===== src/rtl/dec_trigger_seq.sv =====
// ---------------------------------------------------------------------------
// dec_trigger_seq
//
// Decode-stage PC execute-trigger unit. Each of NUM_TRIG triggers compares the
// PC of every decode slot against its tdata2 value using a per-trigger mode
// (mask-match, >=, <, never). Adjacent trigger pairs can be chained so that
// the second trigger only fires after the first has matched. An optional hit
// counter per trigger requires several matches before a fire. Fires are
// registered one cycle and feed the TLU debug/breakpoint logic. A sticky hit
// bit per trigger records that the trigger fired.
//
// Build option:
//   DEC_TRIG_COUNT_EN  defined   -> per-trigger hit counters, at most one
//                                   fire per trigger per cycle.
//                      undefined -> no counters, trig_count is ignored and
//                                   every qualifying slot fires.
//
// Parameters:
//   NUM_TRIG  number of triggers (2..8)
//   NUM_SLOT  number of decode slots (1..4), slot 0 is the oldest
//   CNT_W     width of each per-trigger hit counter
//
// Ports:
//   clk            clock
//   rst            synchronous active-high reset
//   trig_execute   execute-type trigger enable, one bit per trigger
//   trig_m         machine-mode enable, one bit per trigger
//   trig_select    opcode select; such a trigger never matches here
//   trig_mode      2 bits per trigger: 0 mask, 1 >=, 2 <, 3 never
//   trig_chain     bit i chains trigger i to trigger i+1 (MSB ignored)
//   trig_tdata2    32-bit compare value / mask per trigger
//   trig_count     hits required to fire per trigger (0 acts as 1)
//   trig_wr        trigger config written: reload counter, disarm chain
//   slot_valid     decode slot holds a valid instruction
//   slot_pc        PC[31:1] per decode slot
//   flush          kill all decode slots this cycle, freeze all state
//   hit_clr        clear sticky hit bits
//   trigger_match  registered fire vector, index [s*NUM_TRIG+i]
//   trigger_hit    sticky hit status per trigger
//   chain_armed    arm state of each chain head
// ---------------------------------------------------------------------------
module dec_trigger_seq #(
    parameter int NUM_TRIG = 4,
    parameter int NUM_SLOT = 2,
    parameter int CNT_W    = 8
) (
    input  logic                         clk,
    input  logic                         rst,
    input  logic [NUM_TRIG-1:0]          trig_execute,
    input  logic [NUM_TRIG-1:0]          trig_m,
    input  logic [NUM_TRIG-1:0]          trig_select,
    input  logic [2*NUM_TRIG-1:0]        trig_mode,
    input  logic [NUM_TRIG-1:0]          trig_chain,
    input  logic [32*NUM_TRIG-1:0]       trig_tdata2,
    input  logic [CNT_W*NUM_TRIG-1:0]    trig_count,
    input  logic [NUM_TRIG-1:0]          trig_wr,
    input  logic [NUM_SLOT-1:0]          slot_valid,
    input  logic [31*NUM_SLOT-1:0]       slot_pc,
    input  logic                         flush,
    input  logic [NUM_TRIG-1:0]          hit_clr,
    output logic [NUM_SLOT*NUM_TRIG-1:0] trigger_match,
    output logic [NUM_TRIG-1:0]          trigger_hit,
    output logic [NUM_TRIG-1:0]          chain_armed
);

    typedef enum logic [1:0] {
        MODE_MASK  = 2'd0,
        MODE_GE    = 2'd1,
        MODE_LT    = 2'd2,
        MODE_NEVER = 2'd3
    } match_mode_e;

    // The last trigger has no partner, so it can never be a chain head.
    localparam logic [NUM_TRIG-1:0] HEAD_OK = {1'b0, {(NUM_TRIG-1){1'b1}}};

    // ------------------------------------------------------------------
    // Declarations
    // ------------------------------------------------------------------
    logic [NUM_SLOT-1:0][NUM_TRIG-1:0] raw;     // qualified compare hit
    logic [NUM_SLOT-1:0][NUM_TRIG-1:0] cand;    // fire candidate after chaining
    logic [NUM_SLOT-1:0][NUM_TRIG-1:0] fire;    // final fire after counting

    logic [NUM_TRIG-1:0] head;      // trigger i heads a chain pair (i, i+1)
    logic [NUM_TRIG-1:0] tail;      // trigger i is the second of a pair
    logic [NUM_TRIG-1:0] wr_pair;   // config write to either half of a pair
    logic [NUM_TRIG-1:0] fire_any;

    logic [NUM_SLOT*NUM_TRIG-1:0] match_q;
    logic [NUM_TRIG-1:0]          hit_q,   hit_d;
    logic [NUM_TRIG-1:0]          armed_q, armed_d;

    // ------------------------------------------------------------------
    // Compare helpers
    // ------------------------------------------------------------------
    // Bit b is don't-care when every bit below it in tdata2 is one. That
    // covers the trailing-ones run tdata2[k:0] plus bit k+1, and nothing
    // when tdata2[0] is zero (exact compare).
    function automatic logic [31:0] dont_care_mask(input logic [31:0] tdata2);
        logic [31:0] m;
        logic        run;
        m    = '0;
        m[0] = tdata2[0];
        run  = tdata2[0];
        for (int b = 1; b < 32; b++) begin
            m[b] = run;
            run  = run & tdata2[b];
        end
        return m;
    endfunction

    function automatic logic cmp_match(input logic [1:0]  mode,
                                       input logic [31:0] data,
                                       input logic [31:0] tdata2);
        logic hit;
        case (match_mode_e'(mode))
            MODE_MASK: hit = ((data ^ tdata2) & ~dont_care_mask(tdata2)) == 32'd0;
            MODE_GE:   hit = data >= tdata2;
            MODE_LT:   hit = data < tdata2;
            default:   hit = 1'b0;
        endcase
        return hit;
    endfunction

    // ------------------------------------------------------------------
    // Raw per-slot, per-trigger match
    // ------------------------------------------------------------------
    always_comb begin
        raw = '0;
        for (int s = 0; s < NUM_SLOT; s++) begin
            for (int i = 0; i < NUM_TRIG; i++) begin
                raw[s][i] = slot_valid[s] & ~flush & trig_execute[i] & trig_m[i]
                          & ~trig_select[i]
                          & cmp_match(trig_mode[2*i +: 2],
                                      {slot_pc[31*s +: 31], 1'b0},
                                      trig_tdata2[32*i +: 32]);
            end
        end
    end

    // ------------------------------------------------------------------
    // Chaining
    // ------------------------------------------------------------------
    // A chain bit is ignored when the bit below it is set, so pairs never
    // overlap or cascade.
    assign head    = trig_chain & ~{trig_chain[NUM_TRIG-2:0], 1'b0} & HEAD_OK;
    assign tail    = {head[NUM_TRIG-2:0], 1'b0};
    assign wr_pair = trig_wr | {1'b0, trig_wr[NUM_TRIG-1:1]};

    // Walk the slots oldest first. 'seen' holds, at each tail position, whether
    // the head was armed earlier or matched in an older slot this cycle.
    always_comb begin : cand_comb
        logic [NUM_TRIG-1:0] seen;
        cand = '0;
        // NOTE: 'seen' is a combinational accumulator updated slot by slot,
        // so it uses blocking assignments; registers below use non-blocking.
        seen = {armed_q[NUM_TRIG-2:0], 1'b0};
        for (int s = 0; s < NUM_SLOT; s++) begin
            cand[s] = raw[s] & ~head & (~tail | seen);
            seen    = seen | {raw[s][NUM_TRIG-2:0], 1'b0};
        end
    end

    // ------------------------------------------------------------------
    // Hit counting (optional)
    // ------------------------------------------------------------------
`ifdef DEC_TRIG_COUNT_EN
    logic [NUM_TRIG-1:0][CNT_W-1:0] cnt_q, cnt_d;

    function automatic logic [CNT_W-1:0] reload_val(input logic [CNT_W-1:0] v);
        return (v == '0) ? CNT_W'(1) : v;
    endfunction

    // Candidates are consumed oldest slot first. The one that takes the
    // counter to zero fires and reloads it; later ones are dropped uncounted.
    // A config write drops every candidate of that trigger.
    always_comb begin : count_comb
        logic [CNT_W-1:0] c;
        logic             done;
        fire  = '0;
        cnt_d = cnt_q;
        c     = '0;
        done  = 1'b0;
        for (int i = 0; i < NUM_TRIG; i++) begin
            c    = cnt_q[i];
            done = trig_wr[i];
            for (int s = 0; s < NUM_SLOT; s++) begin
                if (cand[s][i] && !done) begin
                    if (c <= CNT_W'(1)) begin
                        fire[s][i] = 1'b1;
                        done       = 1'b1;
                        c          = reload_val(trig_count[CNT_W*i +: CNT_W]);
                    end else begin
                        c = c - CNT_W'(1);
                    end
                end
            end
            if (flush) begin
                cnt_d[i] = cnt_q[i];
            end else if (trig_wr[i]) begin
                cnt_d[i] = reload_val(trig_count[CNT_W*i +: CNT_W]);
            end else begin
                cnt_d[i] = c;
            end
        end
    end

    // NOTE: counters are control state, not storage, so they get a reset
    // value (1 = fire on the next hit) like every other register here.
    always_ff @(posedge clk) begin
        if (rst) begin
            cnt_q <= {NUM_TRIG{CNT_W'(1)}};
        end else begin
            cnt_q <= cnt_d;
        end
    end
`else
    logic unused_trig_count;
    assign unused_trig_count = ^trig_count;
    assign fire = cand;
`endif

    // ------------------------------------------------------------------
    // Chain arm state
    // ------------------------------------------------------------------
    // Per slot: a head match arms, then a tail fire in that same slot
    // disarms. A head match in a younger slot than the fire re-arms.
    always_comb begin : arm_comb
        logic [NUM_TRIG-1:0] nxt;
        nxt = armed_q;
        for (int s = 0; s < NUM_SLOT; s++) begin
            nxt = nxt | raw[s];
            nxt = nxt & ~{1'b0, fire[s][NUM_TRIG-1:1]};
        end
        // A flushed cycle freezes the arm state, config writes included.
        if (flush) begin
            armed_d = armed_q & head;
        end else begin
            armed_d = nxt & head & ~wr_pair;
        end
    end

    // ------------------------------------------------------------------
    // Sticky hit status: set wins over clear, flush freezes it
    // ------------------------------------------------------------------
    always_comb begin
        fire_any = '0;
        for (int s = 0; s < NUM_SLOT; s++) begin
            fire_any = fire_any | fire[s];
        end
        if (flush) begin
            hit_d = hit_q;
        end else begin
            hit_d = (hit_q & ~hit_clr) | fire_any;
        end
    end

    // ------------------------------------------------------------------
    // Registers
    // ------------------------------------------------------------------
    // 'fire' is packed slot-major, so its flat image is already indexed
    // [s*NUM_TRIG+i].
    always_ff @(posedge clk) begin
        if (rst) begin
            match_q <= '0;
            hit_q   <= '0;
            armed_q <= '0;
        end else begin
            match_q <= fire;
            hit_q   <= hit_d;
            armed_q <= armed_d;
        end
    end

    assign trigger_match = match_q;
    assign trigger_hit   = hit_q;
    assign chain_armed   = armed_q;

endmodule


===== config.mk =====
export PLATFORM = sky130hd
export DESIGN_NAME = dec_trigger_seq
export DESIGN_NICKNAME = d
export VERILOG_FILES = /design/src/rtl/dec_trigger_seq.sv
export SDC_FILE = /design/constraint.sdc
export NUM_CORES = 1
export LEC_CHECK = 0
export ABC_AREA = 0
export BUFFER_PORTS_ARGS = -buffer_cell sky130_fd_sc_hd__clkbuf_2
export CAP_MARGIN = 15
export CORE_ASPECT_RATIO = 1.1
export CORE_MARGIN = 3
export CORE_UTILIZATION = 42
export DETAILED_ROUTE_END_ITERATION = 8
export PLACE_DENSITY_LB_ADDON = 0.12
export SYNTH_ARGS = -nofsm -noshare
export SYNTH_HDL_FRONTEND = slang
export SYNTH_SLANG_ARGS = --single-unit

===== constraint.sdc =====
create_clock -name clk -period 3.7 [get_ports clk]
set_input_delay 0.37 -clock clk [delete_from_list [all_inputs] [get_ports clk]]
set_output_delay 0.37 -clock clk [all_outputs]
set_load 0.01 [all_outputs]

==> flow_summary.yaml, run 1 <==
run_status:
  outcome: "complete, no violations"
flow_run:
  maxCapViolCount: 0
logic_synthesis:
  synth_top_area_share_pct: 32.9
  postSynthRegisterBits: 15
  avgSynthCellArea_um2: 7.23
  synth.area.top_cells: "ha_1, a21oi_1, inv_1"
  synthArstFlopShare_pct: 0
  synth-edff-count: 0
  synth_most_common_cell: "ha_1"
  synth_fp_nets: 1810
  ys_warn_count: 0
  yosysTopAreaCell: "ha_1"
  yosysSeqAreaShare_pct: 3.19
  synth_cells: 1303
  synth_cell_types: 77
  synth_flop_cell: "dfxtp_1"
  synth_common_cells: "ha_1, inv_1, a21oi_1, nand2_1, nor2_1"
  syn_area_um2: 9420
global_routing:
  grt.total_usage_pct: 34.5
  grt-ovfl-total: 0
  grt_max_degree: 21
  antenna_found_initial: 0
  grt_pass1_vias: 10957
  grt_pass1_wl_mm: 64.0
critical_path:
  cpPeakStageDelay_ps: 600
  critical_path_class: "in -> reg"
  rr_worst_depth: 11
  crit_end: "chain_armed[0]"
  r2r_start: "chain_armed[2]"
  crit_path_end_kind: "register"
  rr_endpoint: "chain_armed[2]"
  r2r_slack_ps: 540
  cp.depth: 15
  cp-startpoint: "trig_tdata2[50]"
  cp.arrival_ps: 3700
  crit_family: "compound AO/OA/AOI/OAI gates"
  path_buf_inv: 4
  slowest_stage: "a2111oi_0"
  crit_fanout: 6
  required_ps: 3820
  path_cells: "clkbuf_2 > inv_1 > ha_1 > o22ai_1 > nor4b_1 > o2111ai_1 > a2111oi_0 > buf_4 > nand4b_1 > nor4_1 > buf_4 > a21oi_1 > a211o_1 > a21oi_1 > nor4_1"
  cp-start-kind: "primary input"
clock_tree:
  cts_setup_buffers: 0
  cts_tree: "built"
  postCtsHoldBufs: 0
  cts.clk_slew.worst_paths_ps: 50
  clk_latency_ps: 240
  cts_resized: 0
  root_buffer: "clkbuf_16"
  clock_sinks: 15
  cts_buffers: 3
  cts_buffer_depth: 2
  htree_num_levels: 1
detailed_routing:
  met3_length_mm: 3.74
  drt-met1-wl_mm: 19.1
  drc: 0
  drt.antenna.violating_nets: 0
  drt-total-wl_mm: 44.1
  wl_met2_mm: 18.9
  drt_iter0_drc: 1066
  via_per_inst: 6.35
  num_vias: 11861
  wire_per_inst_um: 23.6
  dr.max_layer_used: "met4"
  first_pass_iters: 5
placed_design:
  io_buffers: 240
  routabilityCongestion: 1.01
  dp_cells: 1865
  place_ws_ps: 51.8
  dp_hpwl_mm: 39.5
sta:
  clock_skew_ps: 0.447
  maxSlewHeadroom_pct: 50.6
  slew_violations: 0
  rsz0062_at_grt: "no"
  setup_tns_ps: 0
  timing.fmax_ghz: 0.279
  finalCritPeriodShare_pct: 96.8
  timing.final.crit_period_ps: 3580
  fin_ws_ps: 120
  setup_viol_count_final: 0
  hold_viol: 0
  worstMarginPinSlew_ps: 723
die:
  die_w_um: 149
  die_h_um: 163
  die-area_um2: 24300
  rows: 56
  initial_core_util_pct: 43.5
  num_io_pins: 275
  coreArea_um2: 21700
cells_and_area:
  num-nets-final: 2087
  num_antenna_cells: 0
  final_cells: 1869
  nFillCells: 2232
  areaGrowthSynthToFinish_pct: 20.2
  drive_gt1_share_pct: 19.1
pwr:
  power_density_nw_per_um2: 153
  vdd_drop_max_mv: 0.107
  p_leak_nw: 5.65
hold_path:
  worstHoldPathType: "in -> reg"
==> sequential cells by signal, indices dropped and copies added, names as in the netlist <==
name and count:
chain_armed 3, trigger_match 8, trigger_hit 4
==> tightest hold or removal path: stages <==
cell      delay [ps]
clkbuf_2         110
nand2b_1         100
a211oi_1          50
==> power by group <==
part           total [mW]  internal (mW)  switching [mW]
Clock               0.210          0.146          0.0643
Sequential          0.163          0.162        0.000194
Combinational        1.37          0.528           0.837
Total                1.74          0.836           0.902
==> layer usage <==
layer  vias up  track usage (%)
li1       5710                -
met1      5430             47.2
met2       615             55.3
met3       106             3.50
met4         0             14.4
met5         -                0
==> how the worst min path moves through the flow <==
stage | from | end | cells past startpoint | slack, ps
floorplan | rst | trigger_match[2] | 1 | 440
global placement | trigger_hit[0] | trigger_hit[0] | 2 | 470
detailed placement | trigger_hit[0] | trigger_hit[0] | 2 | 480
CTS | trig_chain[1] | chain_armed[1] | 3 | 430
global route | trig_chain[1] | chain_armed[1] | 3 | 440
finish | trig_chain[1] | chain_armed[1] | 3 | 430
==> layout by cell type, fill, tap and decap left out, drive strengths merged, types with 7 or more instances in the layout <==
cell,synthesis,routed
ha,248,248
nand3,48,48
o211ai,19,19
nand2b,19,19
dfxtp,15,15
a2111oi,17,17
clkbuf,3,244
buf,3,38
a21o,33,33
a31oi,28,28
and3,13,13
a22oi,10,10
and4,13,13
a21oi,114,114
or3,7,7
nand2,92,92
and2,7,7
a211oi,32,32
a41oi,11,11
inv,146,146
o21ai,74,74
o21a,8,8
nand4,51,51
nor2b,8,8
nor4,43,43
o22ai,32,32
nor3,40,40
o2111ai,8,8
nor2,73,73
==> layout make-up <==
| class | count | area [um^2] | area share (%) |
|---|---|---|---|
| well taps | 290 | 363 | 3.20 |
| multi-input cells | 1136 | 8550 | 75.5 |
| flip-flops and latches | 15 | 300 | 2.65 |
| clock buffers | 4 | 78.8 | 0.696 |
| repair buffers | 278 | 1490 | 13.1 |
| inverters | 146 | 548 | 4.84 |
==> kinds of logic after synthesis <==
kind of cell,Yosys count,share of synthesized area [%]
and+or+nand+nor,444,26.4
AOI/OAI and AO/OA,438,30.8
adders and majority gates,248,32.9
buffers and inverters,152,6.15
DFF,15,3.19
muxes,5,0.531
other,1,0.0398
==> metrics by stage <==
step	power, mW	cell area, um^2	hold WS [ps]	utilization, %
after global placement	1.49	11200	469	52.0
after CTS	1.71	11300	426	52.3
after global routing	1.88	11300	440	52.3
after floorplan	0.934	9420	442	-
final	1.74	11300	429	52.3
after detailed placement	1.49	11200	479	52.0
Power figures use the tool's default switching activity.
==> run 2: changes to the inputs <==
==> constraint.sdc (replaced) <==
create_clock -name clk -period 3.7 [get_ports clk]
set_input_delay 0.185 -clock clk [delete_from_list [all_inputs] [get_ports clk]]
set_output_delay 0.185 -clock clk [all_outputs]
set_load 0.01 [all_outputs]
==> run 2 against run 1 <==
Against the previous run:
- sequential power hardly changed
- setup slack better by 300 ps
- fmax grew 9.2%
- flip-flop and latch count did not move
- first-iteration DRC count shrank 12%
- clock skew barely moved
- cell count fell by 1.1%
- count of clock-buffer cells in the layout unchanged
- design area is 1.3% lower
- core utilization decreased by 0.69 points
- largest cell class unchanged
==> flow_summary.yaml, run 2 (synthesis results as in run 1) <==
run_status:
  outcome: "complete, no violations"
sta:
  fin_ws_ps: 422
  worstMarginPinSlew_ps: 888
  clock_skew_ps: 0.186
  timing.fmax_ghz: 0.305
  rsz0062_at_grt: "no"
  setup_viol_count_final: 0
  setup_tns_ps: 0
  maxSlewHeadroom_pct: 40.7
  finalCritPeriodShare_pct: 88.6
  timing.final.crit_period_ps: 3280
  hold_viol: 0
  slew_violations: 0
global_routing:
  grt.total_usage_pct: 33.0
  grt_pass1_vias: 10828
  grt_max_degree: 17
  grt-ovfl-total: 0
  grt_pass1_wl_mm: 61.8
  antenna_found_initial: 1
clock_tree:
  cts_setup_buffers: 0
  cts_tree: "built"
  htree_num_levels: 1
  clk_latency_ps: 240
  cts_buffers: 3
  cts_buffer_depth: 2
  clock_sinks: 15
  root_buffer: "clkbuf_16"
  cts_resized: 0
  postCtsHoldBufs: 0
  cts.clk_slew.worst_paths_ps: 50
cells_and_area:
  mostFrequentLayoutCells: "ha_1, clkbuf_2, inv_1, a21oi_1, nand2_1"
  final_common_cell: "ha_1"
  drive_gt1_share_pct: 18.0
  largest_reg_flops: 8
  postLayoutCoreUtil_pct: 51.6
  areaGrowthSynthToFinish_pct: 18.6
  num-nets-final: 2067
  num_antenna_cells: 0
  final_cells: 1849
pwr:
  finalPower_mw: 1.71
  vdd_drop_max_mv: 0.0952
  power_density_nw_per_um2: 153
  p_leak_nw: 5.55
critical_path:
  critical_path_class: "in -> reg"
  cp-start-kind: "primary input"
  crit_path_end_kind: "register"
  path_buf_inv: 2
  slowest_stage: "a2111oi_0"
  crit_end: "chain_armed[2]"
  crit_path_frequent_cell: "a2111oi_0"
  rr_endpoint: "chain_armed[2]"
  crit_fanout: 5
  crit_family: "compound AO/OA/AOI/OAI gates"
  cpPeakStageDelay_ps: 690
  cp.arrival_ps: 3410
  cp.depth: 12
  cp-startpoint: "trig_tdata2[65]"
  r2r_start: "chain_armed[2]"
  required_ps: 3840
  path_cells: "clkbuf_2 > inv_1 > ha_1 > o21ai_0 > a2111oi_0 > o211ai_1 > a2111oi_0 > nand4_1 > nor3_1 > or4_1 > nand3_1 > a31o_1"
  rr_worst_depth: 11
  r2r_slack_ps: 590
die:
  rows: 56
  num_io_pins: 275
  die-area_um2: 24300
  die_h_um: 163
  initial_core_util_pct: 43.5
  coreArea_um2: 21700
  die_w_um: 149
detailed_routing:
  drt-total-wl_mm: 42.6
  drt.antenna.violating_nets: 0
  drt_iter0_drc: 936
  drc: 0
  wire_per_inst_um: 23.0
  num_vias: 11752
  via_per_inst: 6.36
  first_pass_iters: 5
placed_design:
  place_ws_ps: 313
  io_buffers: 240
  routabilityCongestion: 1.02
  dp_cells: 1845
  dp_hpwl_mm: 37.7
hold_path:
  worstHoldPathType: "in -> reg"
flow_run:
  maxCapViolCount: 0
[run 2: cell type report]
cell class	instances	area, um^2
fillers	2246	10500
multi-input cells	1136	8550
repair buffers	258	1340
inverters	146	548
well taps	290	363
flip-flops and latches	15	300
clock buffers	4	78.8
[run 2: per-layer routing]
metal  part of all wire [%]  up-vias  track usage [%]
li1                       -     5670                -
met1                     42     5367             43.8
met2                     44      627             54.3
met3                    9.8       86             6.24
met4                    3.6        2             10.4
met5                  0.016        -                0
[run 2: tightest hold or removal path: stages]
cell and delay [ps]:
clkbuf_2 100, nand2b_1 100, a211oi_1 50
[run 2: where the power goes]
part / switching (mW) / leakage, nW / internal, mW
clock network: 0.0622 / 0.0382 / 0.146
logic: 0.825 / 5.39 / 0.517
registers: 0.000198 / 0.121 / 0.163
[run 2: worst min-delay path by stage]
stage / startpoint / end / slack (ps) / cells after the start
floorplan: rst / trigger_match[2] / 260 / 1
detailed placement: trigger_hit[0] / trigger_hit[0] / 470 / 2
global placement: trigger_hit[0] / trigger_hit[0] / 460 / 2
global route: trig_chain[0] / trigger_match[4] / 270 / 2
CTS: trig_chain[1] / chain_armed[1] / 240 / 3
finish: trig_chain[1] / chain_armed[1] / 240 / 3
[run 2: per-stage QoR]
step	area [um^2]	hold WS [ps]
floorplan	9420	257
global placement	11100	461
detailed placement	11100	470
CTS	11200	237
global route	11200	272
finish	11200	244
==> run 3: changes to the inputs <==
--- a/config.mk
+++ b/config.mk
@@ -11,8 +11,10 @@
 export CORE_ASPECT_RATIO = 1.1
 export CORE_MARGIN = 3
 export CORE_UTILIZATION = 42
+export CTS_BUF_LIST = sky130_fd_sc_hd__clkbuf_8
 export DETAILED_ROUTE_END_ITERATION = 8
 export PLACE_DENSITY_LB_ADDON = 0.12
+export SETUP_SLACK_MARGIN = 0.02
 export SYNTH_ARGS = -nofsm -noshare
 export SYNTH_HDL_FRONTEND = slang
 export SYNTH_SLANG_ARGS = --single-unit
==> constraint.sdc (replaced) <==
create_clock -name clk -period 4 [get_ports clk]
set_input_delay 0.2 -clock clk [delete_from_list [all_inputs] [get_ports clk]]
set_output_delay 0.2 -clock clk [all_outputs]
set_load 0.01 [all_outputs]
==> run 3 against run 2 <==
Against the previous run:
- non-clock buffer count is 7 lower
- combinational power is 8% lower
- sequential power is 8% lower
- largest power group unchanged
==> flow_summary.yaml, run 3 (synthesis results as in run 1) <==
detailed_routing:
  drc: 0
  wire_per_inst_um: 22.8
  first_pass_iters: 5
  drt.antenna.violating_nets: 0
  drt_iter0_drc: 1090
  via_per_inst: 6.38
  num_vias: 11745
  drt-total-wl_mm: 42.0
cells_and_area:
  register_area_um2: 300
  areaGrowthSynthToFinish_pct: 17.7
  drive_gt1_share_pct: 17.7
  mostFrequentLayoutCells: "ha_1, clkbuf_2, inv_1, a21oi_1, nand2_1"
  num-nets-final: 2060
  multi_input_area_um2: 8550
  fin_area_um2: 11100
  nFillCells: 2250
  num_antenna_cells: 0
  largest_reg_flops: 8
  final_common_cell: "ha_1"
global_routing:
  grt.total_usage_pct: 32.9
  grt_max_degree: 20
  grt_pass1_wl_mm: 62.1
  grt_pass1_vias: 10874
  grt-ovfl-total: 0
  antenna_found_initial: 0
pwr:
  vdd_drop_max_mv: 0.0632
  p_leak_nw: 5.50
  finalPower_mw: 1.50
  power_density_nw_per_um2: 135
critical_path:
  cpPeakStageDelay_ps: 710
  critical_path_class: "in -> reg"
  crit_fanout: 5
  cp-startpoint: "trig_tdata2[65]"
  path_cells: "clkbuf_2 > inv_1 > ha_1 > o21ai_0 > a2111oi_0 > o211ai_1 > a2111oi_0 > nand4_1 > nor3_1 > nor3_1 > o31ai_1 > a31o_1"
  cp.arrival_ps: 3620
  cp-start-kind: "primary input"
  required_ps: 4190
  r2r_start: "chain_armed[2]"
  crit_path_end_kind: "register"
  slowest_stage: "a2111oi_0"
die:
  die_w_um: 149
  rows: 56
  die_h_um: 163
  coreArea_um2: 21700
  initial_core_util_pct: 43.5
  num_io_pins: 275
  die-area_um2: 24300
clock_tree:
  cts.clk_slew.worst_paths_ps: 60
  cts_tree: "built"
  clock_sinks: 15
  cts_buffers: 3
  postCtsHoldBufs: 0
  cts_buffer_depth: 2
  cts_resized: 0
  clk_latency_ps: 240
  htree_num_levels: 1
  root_buffer: "clkbuf_8"
  cts_setup_buffers: 0
sta:
  setup_tns_ps: 0
  hold_viol: 0
  rsz0062_at_grt: "no"
  setup_viol_count_final: 0
  clock_skew_ps: 0.152
  slew_violations: 0
  finalCritPeriodShare_pct: 85.8
  timing.fmax_ghz: 0.291
  worstMarginPinSlew_ps: 732
  maxSlewHeadroom_pct: 50.0
  timing.final.crit_period_ps: 3430
placed_design:
  io_buffers: 240
  postPlaceCellArea_um2: 11000
  routabilityCongestion: 1.03
  dp_hpwl_mm: 37.4
flow_run:
  maxCapViolCount: 0
hold_path:
  worstHoldPathType: "in -> reg"
  worstHoldStart: "trig_chain[0]"
run_status:
  outcome: "complete, no violations"
## run 3: layer usage
metal	share of wire (%)	up-vias	track usage (%)	routed length (um)
met3	8.6	88	3.27	3600
met4	3.9	0	9.74	1620
met1	44	5372	45.6	18400
met2	44	617	54.2	18400
li1	-	5668	-	-
met5	0	-	0	0
## run 3: final cells by class
type | count | share of cell area (%)
Multi-Input combinational cell | 1136 | 77.1
Inverter | 146 | 4.94
Tap cell | 290 | 3.27
Sequential cell | 15 | 2.71
Clock inverter | 1 | 0.0338
Clock buffer | 3 | 0.372
Timing Repair Buffer | 251 | 11.6
## run 3: stage by stage
stage	setup slack [ps]	util (%)	std cells	hold WS, ps
6_report	566	51.2	1842	267
5_1_grt	486	51.2	1842	271
4_1_cts	745	51.2	1842	260
3_5_place_dp	487	51.0	1838	492
3_3_place_gp	574	51.0	1838	479
2_1_floorplan	1420	-	1303	272
## run 3: report_power, final
group	switching [mW]	internal (mW)	total (mW)
clock network	0.0480	0.0678	0.116
registers	0.000186	0.150	0.150
logic	0.758	0.476	1.23
## run 3: worst paths after layout
check                                        end  slack (ps)  cells past startpoint
worst min register to register    trigger_hit[0]         500                      2
worst max register to register    chain_armed[2]         760                     11
worst min-delay path            trigger_match[4]         270                      2
worst max-delay path              chain_armed[2]         570                     12
## run 3: critical path, delay by kind of cell
family	cells	cell delay (ps)
buf+inv	2	220
fa+ha+maj	1	290
simple gates	3	870
compound gates	6	2040
